<file path="src/rtl/issue_ctrl_if.sv">
// rtl/issue_ctrl_if.sv - decode/execute/writeback signal bundle for issue_ctrl
//
// Shared definitions (register address width, instruction codes) live here so
// that every file in the bundle sees them before use.
//
// Signals:
//   dec_valid, instr_code, rs1, rs2, rd   decoded instruction from decode
//   uses_rs1, uses_rs2, writes_rd         operand / destination qualifiers
//   ex_ready                              execute stage can accept
//   wb_valid, wb_rd                       register writeback completion
//   br_done, br_taken                     control-flow resolution
//   issue, stall, flush                   issue decisions back to the pipeline
//   busy, inflight                        scoreboard state
// Modports: master (pipeline side drives the inputs), slave (issue_ctrl).
`ifndef ISSUE_CTRL_DEFS
`define ISSUE_CTRL_DEFS
`define ASIZE 5
`define ADD   4'd0
`define MUL   4'd1
`define ADDI  4'd2
`define LW    4'd3
`define SW    4'd4
`define JAL   4'd5
`define JR    4'd6
`define BNE   4'd7
`endif

interface issue_ctrl_if;
  logic              dec_valid;
  logic [3:0]        instr_code;
  logic [`ASIZE-1:0] rs1;
  logic [`ASIZE-1:0] rs2;
  logic [`ASIZE-1:0] rd;
  logic              uses_rs1;
  logic              uses_rs2;
  logic              writes_rd;
  logic              ex_ready;
  logic              wb_valid;
  logic [`ASIZE-1:0] wb_rd;
  logic              br_done;
  logic              br_taken;
  logic              issue;
  logic              stall;
  logic              flush;
  logic [31:0]       busy;
  logic [3:0]        inflight;

  modport master (
    output dec_valid, instr_code, rs1, rs2, rd, uses_rs1, uses_rs2, writes_rd,
           ex_ready, wb_valid, wb_rd, br_done, br_taken,
    input  issue, stall, flush, busy, inflight
  );

  modport slave (
    input  dec_valid, instr_code, rs1, rs2, rd, uses_rs1, uses_rs2, writes_rd,
           ex_ready, wb_valid, wb_rd, br_done, br_taken,
    output issue, stall, flush, busy, inflight
  );
endinterface

</file>
<file path="src/rtl/issue_ctrl.sv">
// rtl/issue_ctrl.sv - in-order issue control with register scoreboard and branch wait
//
// Purpose: decides each cycle whether the decoded instruction may be issued,
// tracks pending register writes in a 32-bit busy vector, limits the number of
// uncompleted writers to MAX_INFLIGHT, and holds issue while a control-flow
// instruction resolves, pulsing flush for one cycle on a taken redirect.
//
// Ports:
//   clk  - system clock, rising edge
//   rst  - synchronous active-high reset
//   bus  - issue_ctrl_if.slave (decode, execute, writeback, branch, outputs)
//
// Optional feature: define ISSUE_WB_BYPASS_EN to let an operand or destination
// that is being written back this cycle stop counting as a hazard.
module issue_ctrl #(
  parameter int MAX_INFLIGHT = 4
) (
  input logic        clk,
  input logic        rst,
  issue_ctrl_if.slave bus
);

  typedef enum logic [1:0] {RUN, BR_WAIT, FLUSH} state_e;

  state_e      state_q, state_d;
  logic [31:0] busy_q, busy_d;
  logic [3:0]  inflight_q, inflight_d;
  logic        flush_q, flush_d;

  logic [31:0] busy_eff;
  logic        hazard;
  logic        is_branch;
  logic        at_limit;
  logic        set_en;
  logic        clr_en;
  logic        issue_w;

  // Writebacks to x0, or with nothing outstanding, are dropped entirely.
  assign clr_en = bus.wb_valid && (bus.wb_rd != '0) && (inflight_q != 4'd0);

`ifdef ISSUE_WB_BYPASS_EN
  // The register completing this cycle is already free for hazard purposes.
  always_comb begin
    busy_eff = busy_q;
    if (clr_en) busy_eff[bus.wb_rd] = 1'b0;
  end
`else
  assign busy_eff = busy_q;
`endif

  assign hazard = (bus.uses_rs1  && busy_eff[bus.rs1]) ||
                  (bus.uses_rs2  && busy_eff[bus.rs2]) ||
                  (bus.writes_rd && busy_eff[bus.rd]);

  assign is_branch = (bus.instr_code == `JAL) || (bus.instr_code == `JR) ||
                     (bus.instr_code == `BNE);

  assign at_limit = (inflight_q == 4'(MAX_INFLIGHT));

  assign issue_w = bus.dec_valid && bus.ex_ready && !hazard && (state_q == RUN) &&
                   !(bus.writes_rd && (bus.rd != '0) && at_limit);

  assign set_en = issue_w && bus.writes_rd && (bus.rd != '0);

  always_comb begin
    // Clear first so a same-register set in the same cycle wins.
    busy_d = busy_q;
    if (clr_en) busy_d[bus.wb_rd] = 1'b0;
    if (set_en) busy_d[bus.rd] = 1'b1;

    inflight_d = inflight_q;
    case ({set_en, clr_en})
      2'b10:   inflight_d = inflight_q + 4'd1;
      2'b01:   inflight_d = inflight_q - 4'd1;
      default: inflight_d = inflight_q;
    endcase

    state_d = state_q;
    case (state_q)
      RUN:     if (issue_w && is_branch) state_d = BR_WAIT;
      BR_WAIT: if (bus.br_done) state_d = bus.br_taken ? FLUSH : RUN;
      FLUSH:   state_d = RUN;
      default: state_d = RUN;
    endcase

    flush_d = (state_d == FLUSH);
  end

  always_ff @(posedge clk) begin
    if (rst) begin
      state_q    <= RUN;
      busy_q     <= '0;
      inflight_q <= '0;
      flush_q    <= 1'b0;
    end else begin
      state_q    <= state_d;
      busy_q     <= busy_d;
      inflight_q <= inflight_d;
      flush_q    <= flush_d;
    end
  end

  assign bus.issue    = issue_w;
  assign bus.stall    = bus.dec_valid && !issue_w;
  assign bus.flush    = flush_q;
  assign bus.busy     = busy_q;
  assign bus.inflight = inflight_q;

endmodule

</file>
<file path="src/flat_wrapper.sv">
// flat-port wrapper written by rule: the top's interface ports become plain ports
module issue_ctrl_flat 
#(
  parameter int MAX_INFLIGHT = 4
)
  (clk, rst, bus_dec_valid, bus_instr_code, bus_rs1, bus_rs2, bus_rd, bus_uses_rs1, bus_uses_rs2, bus_writes_rd, bus_ex_ready, bus_wb_valid, bus_wb_rd, bus_br_done, bus_br_taken, bus_issue, bus_stall, bus_flush, bus_busy, bus_inflight);
  issue_ctrl_if bus_i ();
  input logic clk;
  input logic rst;
  input wire logic [$bits(bus_i.dec_valid)-1:0] bus_dec_valid;
  input wire logic [$bits(bus_i.instr_code)-1:0] bus_instr_code;
  input wire logic [$bits(bus_i.rs1)-1:0] bus_rs1;
  input wire logic [$bits(bus_i.rs2)-1:0] bus_rs2;
  input wire logic [$bits(bus_i.rd)-1:0] bus_rd;
  input wire logic [$bits(bus_i.uses_rs1)-1:0] bus_uses_rs1;
  input wire logic [$bits(bus_i.uses_rs2)-1:0] bus_uses_rs2;
  input wire logic [$bits(bus_i.writes_rd)-1:0] bus_writes_rd;
  input wire logic [$bits(bus_i.ex_ready)-1:0] bus_ex_ready;
  input wire logic [$bits(bus_i.wb_valid)-1:0] bus_wb_valid;
  input wire logic [$bits(bus_i.wb_rd)-1:0] bus_wb_rd;
  input wire logic [$bits(bus_i.br_done)-1:0] bus_br_done;
  input wire logic [$bits(bus_i.br_taken)-1:0] bus_br_taken;
  output wire logic [$bits(bus_i.issue)-1:0] bus_issue;
  output wire logic [$bits(bus_i.stall)-1:0] bus_stall;
  output wire logic [$bits(bus_i.flush)-1:0] bus_flush;
  output wire logic [$bits(bus_i.busy)-1:0] bus_busy;
  output wire logic [$bits(bus_i.inflight)-1:0] bus_inflight;
  assign bus_i.dec_valid = bus_dec_valid;
  assign bus_i.instr_code = bus_instr_code;
  assign bus_i.rs1 = bus_rs1;
  assign bus_i.rs2 = bus_rs2;
  assign bus_i.rd = bus_rd;
  assign bus_i.uses_rs1 = bus_uses_rs1;
  assign bus_i.uses_rs2 = bus_uses_rs2;
  assign bus_i.writes_rd = bus_writes_rd;
  assign bus_i.ex_ready = bus_ex_ready;
  assign bus_i.wb_valid = bus_wb_valid;
  assign bus_i.wb_rd = bus_wb_rd;
  assign bus_i.br_done = bus_br_done;
  assign bus_i.br_taken = bus_br_taken;
  assign bus_issue = bus_i.issue;
  assign bus_stall = bus_i.stall;
  assign bus_flush = bus_i.flush;
  assign bus_busy = bus_i.busy;
  assign bus_inflight = bus_i.inflight;
  issue_ctrl #(.MAX_INFLIGHT(MAX_INFLIGHT)) u_core (.clk(clk), .rst(rst), .bus(bus_i));
endmodule
</file>
<file path="config.mk">
export PLATFORM = sky130hd
export DESIGN_NAME = issue_ctrl_flat
export DESIGN_NICKNAME = d
export VERILOG_FILES = /design/src/rtl/issue_ctrl_if.sv /design/src/rtl/issue_ctrl.sv /design/src/flat_wrapper.sv
export SDC_FILE = /design/constraint.sdc
export NUM_CORES = 1
export LEC_CHECK = 0
export BUFFER_PORTS_ARGS = -buffer_cell sky130_fd_sc_hd__buf_2
export CAP_MARGIN = 20
export CORE_MARGIN = 8
export CORE_UTILIZATION = 50
export CTS_BUF_LIST = sky130_fd_sc_hd__clkbuf_16
export DETAILED_ROUTE_END_ITERATION = 10
export GPL_TIMING_DRIVEN = 0
export PLACE_DENSITY = 0.75
export SLEW_MARGIN = 20
export SYNTH_ARGS = -nofsm -noshare
export SYNTH_HDL_FRONTEND = slang
export SYNTH_SLANG_ARGS = --single-unit
</file>
<file path="constraint.sdc">
create_clock -name clk -period 8 [get_ports clk]
set_clock_uncertainty 0.2 [all_clocks]
set_input_delay 0.4 -clock clk [delete_from_list [all_inputs] [get_ports clk]]
set_output_delay 0.4 -clock clk [all_outputs]
set_load 0.02 [all_outputs]
</file>
==> flow_summary_export.csv <==
group,metric,value,unit
clock_network,cts_tree,"done",
global_route,grt-ovfl-total,0,
cells_and_area,design.final.nets,511,
worst_hold_path,whs_endpoint,"u_core.state_q[0]$_SDFF_PP0_",
worst_setup_path,critical_path.n_buffers_inverters,1,
power,clockPowerShare,44.7,%
power,sequentialPowerShare,35.0,%
worst_hold_path,min_from,"bus_br_done",
drt,vias,3455,
synthesis,synth_top_flop_cell,"dfxtp_1",
drt,drtIter0Drc,412,
synthesis,syn_area,3170,sq um
cells_and_area,n_fill_cell,563,
cells_and_area,area_growth_syn_to_layout,19.4,%
synthesis,synth.lib_cells_used.distinct,52,
timing,report.final.setup_viol,0,
status,run_status,"finished clean",
timing,achievable-frequency,281,MHz
timing,slew_viol_final,0,
worst_setup_path,r2r-start,"u_core.bus.busy[15]$_SDFF_PP0_",
clock_network,htree_levels,2,
worst_setup_path,highest_fanout_seen_on_the_critical_path,9,
worst_setup_path,timing.critical_path.max_delay_family,"simple AND/OR/NAND/NOR gates",
cells_and_area,antenna_cells,0,
worst_hold_path,whs_path_depth,2,
power,power.net_switching,160,uW
cells_and_area,layout.core_utilization,60.7,%
worst_setup_path,start_kind,"input port",
placement,dp.final_hpwl,8.34,mm
clock_network,ctsResizeCount,0,
die,core_area,6240,sq um
power,power_report.internal_total,419,uW
synthesis,net_count_synth,438,
drt,routed_wire_length_per_instance,19.4,um
drt,ant_nets,0,
clock_network,clk_root_buffer_cell,"clkbuf_16",
run,max_cap_violations,0,
placement,port_buffers,66,
power,switching_share,27.6,%
global_route,grt_start_max_net_pins,13,
worst_setup_path,reg2reg_depth,13,
die,boundaryPins,73,
power,static_leakage_power,1.49,nW
clock_network,cts-buffers-inserted,5,
die,die_height,95.7,um
cells_and_area,final_layout_size_suffix_gt1_share,23.4,%
synthesis,synth_sequential_area_ratio,24.6,%
timing,rsz_0062_raised_after_global_routing,"no",
power,peakVddDrop,118,uV
worst_setup_path,required,8.02,ns
die,initial_core_util,50.8,%
power,power_per_cell_area,153,nW/um^2
drt,drt_pre_antenna_iters,5,
worst_setup_path,crit-reg2reg-capture,"u_core.bus.inflight[2]$_SDFFE_PP0P_",
global_route,first_global_vias,3278,
die,chipWidth,95.7,um
worst_setup_path,cp_slowest_stage_delay,0.54,ns
worst_setup_path,worstSetupPathType,"input port to register",
worst_setup_path,rrSetupSlack,4.52,ns
synthesis,async_reset_ff_share,0,%
clock_network,postCtsSetupRepairBufs,0,
worst_setup_path,cp_slowest_cell,"mux4_2",
timing,timing.setup.tns,0,ns
drt,finalWirelength,10.7,mm
clock_network,clkSlewWorstSetupHoldPaths,0.06,ns
clock_network,worstSkewPairLatency,0.29,ns
worst_hold_path,hold_class,"input port to register",
power,power.total,579,uW
drt,detail_route.drc_violations,0,
timing,layout_setup_ws,4.45,ns
timing,worst_pin_slew,0.591,ns
synthesis,synth-edff-count,0,
placement,gpl.final_weighted_congestion,0.934,
worst_setup_path,worst_ep_arrival_time,3.57,ns
drt,vias_per_cell,6.26,
timing,number_of_hold_slack_violations_in_the_final_timing_report,0,
synthesis,mean_area_per_synthesized_cell,7.91,sq um
die,design.die.area,9150,sq um
placement,detailedPlace.worstSlack,4.18,ns
timing,timing.final.crit_period,3.55,ns
global_route,grt_antenna_before_repair,0,
die,rows,29,
timing,slew_headroom,60.1,%
worst_setup_path,timing.critical_path.cells,"buf_2 -> mux4_2 -> mux2i_1 -> nand3b_1 -> nand4_1 -> nand3_1 -> or2_1 -> ha_1 -> xor2_1 -> ha_1 -> a21oi_1 -> xor2_1 -> or3_1 -> a21oi_1",
worst_setup_path,worst_setup_path_end_kind,"register",
synthesis,yosys_warnings,0,
clock_network,postCtsHoldBufs,0,
clock_network,cts_max_path_buffers,2,
power,combPwrFrac,20.3,%
synthesis,ys_seq_elements,39,
global_route,grt_pass1_wl,16.8,mm
clock_network,tritoncts_num_sinks,39,
timing,finalCritPeriodShare,44.4,%
global_route,grt.total_usage,23.6,%
synthesis,syn-instance-count,401,
area by class of cell:
| cell class | instances | area [sq um] | share of cell area, % |
|---|---|---|---|
| clock buffer | 5 | 125 | 3.30 |
| tap | 77 | 96.3 | 2.54 |
| sequential | 39 | 781 | 20.6 |
| inverter | 5 | 18.8 | 0.495 |
| multi-input combinational | 326 | 2210 | 58.3 |
| timing repair buffer | 66 | 330 | 8.72 |
| clock inverter | 3 | 63.8 | 1.68 |
| buffer | 31 | 165 | 4.36 |
power by group through the flow:
stage          Sequential, mW  Combinational (mW)  Clock (mW)
6_report                0.202               0.118       0.258
5_1_grt                 0.203               0.129       0.269
4_1_cts                 0.203               0.116       0.259
3_5_place_dp            0.207               0.116           0
3_3_place_gp            0.207               0.113           0
2_1_floorplan           0.210              0.0777           0
worst register-to-register path: stages, from the launching register on:
cell      delay [ns]
dfxtp_1         0.35
mux4_2          0.48
mux2i_1         0.23
nand3b_1        0.11
nand4_1         0.30
nand3_1         0.19
or2_1           0.29
ha_1            0.25
xor2_1          0.16
ha_1            0.18
a21oi_1         0.14
xor2_1          0.09
or3_1           0.30
a21oi_1         0.13
flip-flops by register name (all words and copies together), names as in the netlist:
signal               flops
u_core.bus.busy         32
u_core.bus.flush         1
u_core.bus.inflight      4
u_core.state_q           2
cell families (layout without fill, tap and decap cells):
logic type               count (synthesis)  count (layout)  share of synthesized area, %
AND/OR/NAND/NOR                        189             189                          31.8
AO/OA/AOI/OAI                           90              90                          17.5
multiplexers                            41              41                          18.3
flip-flops                              39              39                          24.6
buffers and inverters                   36             110                          5.80
adder cells (fa/ha/maj)                  3               3                          1.18
XOR/XNOR                                 3               3                         0.828
cell usage in the layout (no fill, tap or decap), types with 2 or more instances in the layout:
cell / count
mux4_2: 13
ha_1: 3
dfxtp_1: 39
nand2_1: 26
clkbuf_1: 12
buf_2: 78
nand3_1: 10
inv_1: 6
a31oi_1: 2
nor4b_1: 2
nor2_1: 48
and3_1: 3
nand2b_1: 8
a22oi_1: 2
bufinv_16: 2
o21ai_0: 28
nor2b_1: 36
mux2i_1: 25
o32a_1: 2
or2_2: 2
o22ai_1: 2
clkbuf_16: 5
o22a_1: 2
or3_1: 3
buf_6: 4
o21ai_1: 34
nand3b_1: 11
and4_1: 2
xor2_1: 3
nand4_1: 33
buf_1: 2
or2_1: 2
a21oi_1: 4
cells in the mapped netlist, types with 3 or more instances:
master / count / area (sq um)
nand4_1: 33 / 206
xor2_1: 3 / 26.3
clkbuf_1: 12 / 45.0
nand2b_1: 8 / 50.1
buf_6: 4 / 45.0
or3_1: 3 / 18.8
dfxtp_1: 39 / 781
mux4_2: 13 / 293
o21ai_0: 28 / 140
nor2b_1: 36 / 225
buf_2: 12 / 60.1
inv_1: 5 / 18.8
nand3b_1: 11 / 82.6
mux2i_1: 25 / 250
and3_1: 3 / 18.8
nor2_1: 48 / 180
nand3_1: 10 / 50.1
nand2_1: 26 / 97.6
o21ai_1: 34 / 170
a21oi_1: 4 / 20.0
ha_1: 3 / 37.5
through the flow:
step	hold slack [ns]	cells	instance area, sq um
global route	0.131	552	3790
floorplan	0.259	401	3170
CTS	0.116	552	3790
global placement	0.281	544	3600
finish	0.118	552	3790
detailed placement	0.294	544	3600
worst max-delay path by stage:
stage                                           to  depth (start not counted)  slack, ns       start
6_report       u_core.bus.inflight[2]$_SDFFE_PP0P_                         14       4.45  bus_rs1[1]
5_1_grt        u_core.bus.inflight[3]$_SDFFE_PP0P_                         13       4.21  bus_rs1[1]
4_1_cts        u_core.bus.inflight[2]$_SDFFE_PP0P_                         14       4.48  bus_rs1[1]
3_5_place_dp   u_core.bus.inflight[2]$_SDFFE_PP0P_                         14       4.18  bus_rs1[1]
3_3_place_gp   u_core.bus.inflight[2]$_SDFFE_PP0P_                         14       4.25  bus_rs1[1]
2_1_floorplan  u_core.bus.inflight[2]$_SDFFE_PP0P_                         14       4.69  bus_rs1[1]
per-layer routing:
layer | share of wire [%] | global-route usage [%] | vias up
li1 | - | - | 1628
met1 | 41 | 30.5 | 1595
met2 | 46 | 37.4 | 193
met3 | 9.7 | 3.46 | 39
met4 | 3.3 | 11.7 | 0
met5 | 0 | 0 | -
Note: power is estimated with default switching activity, not from simulation.
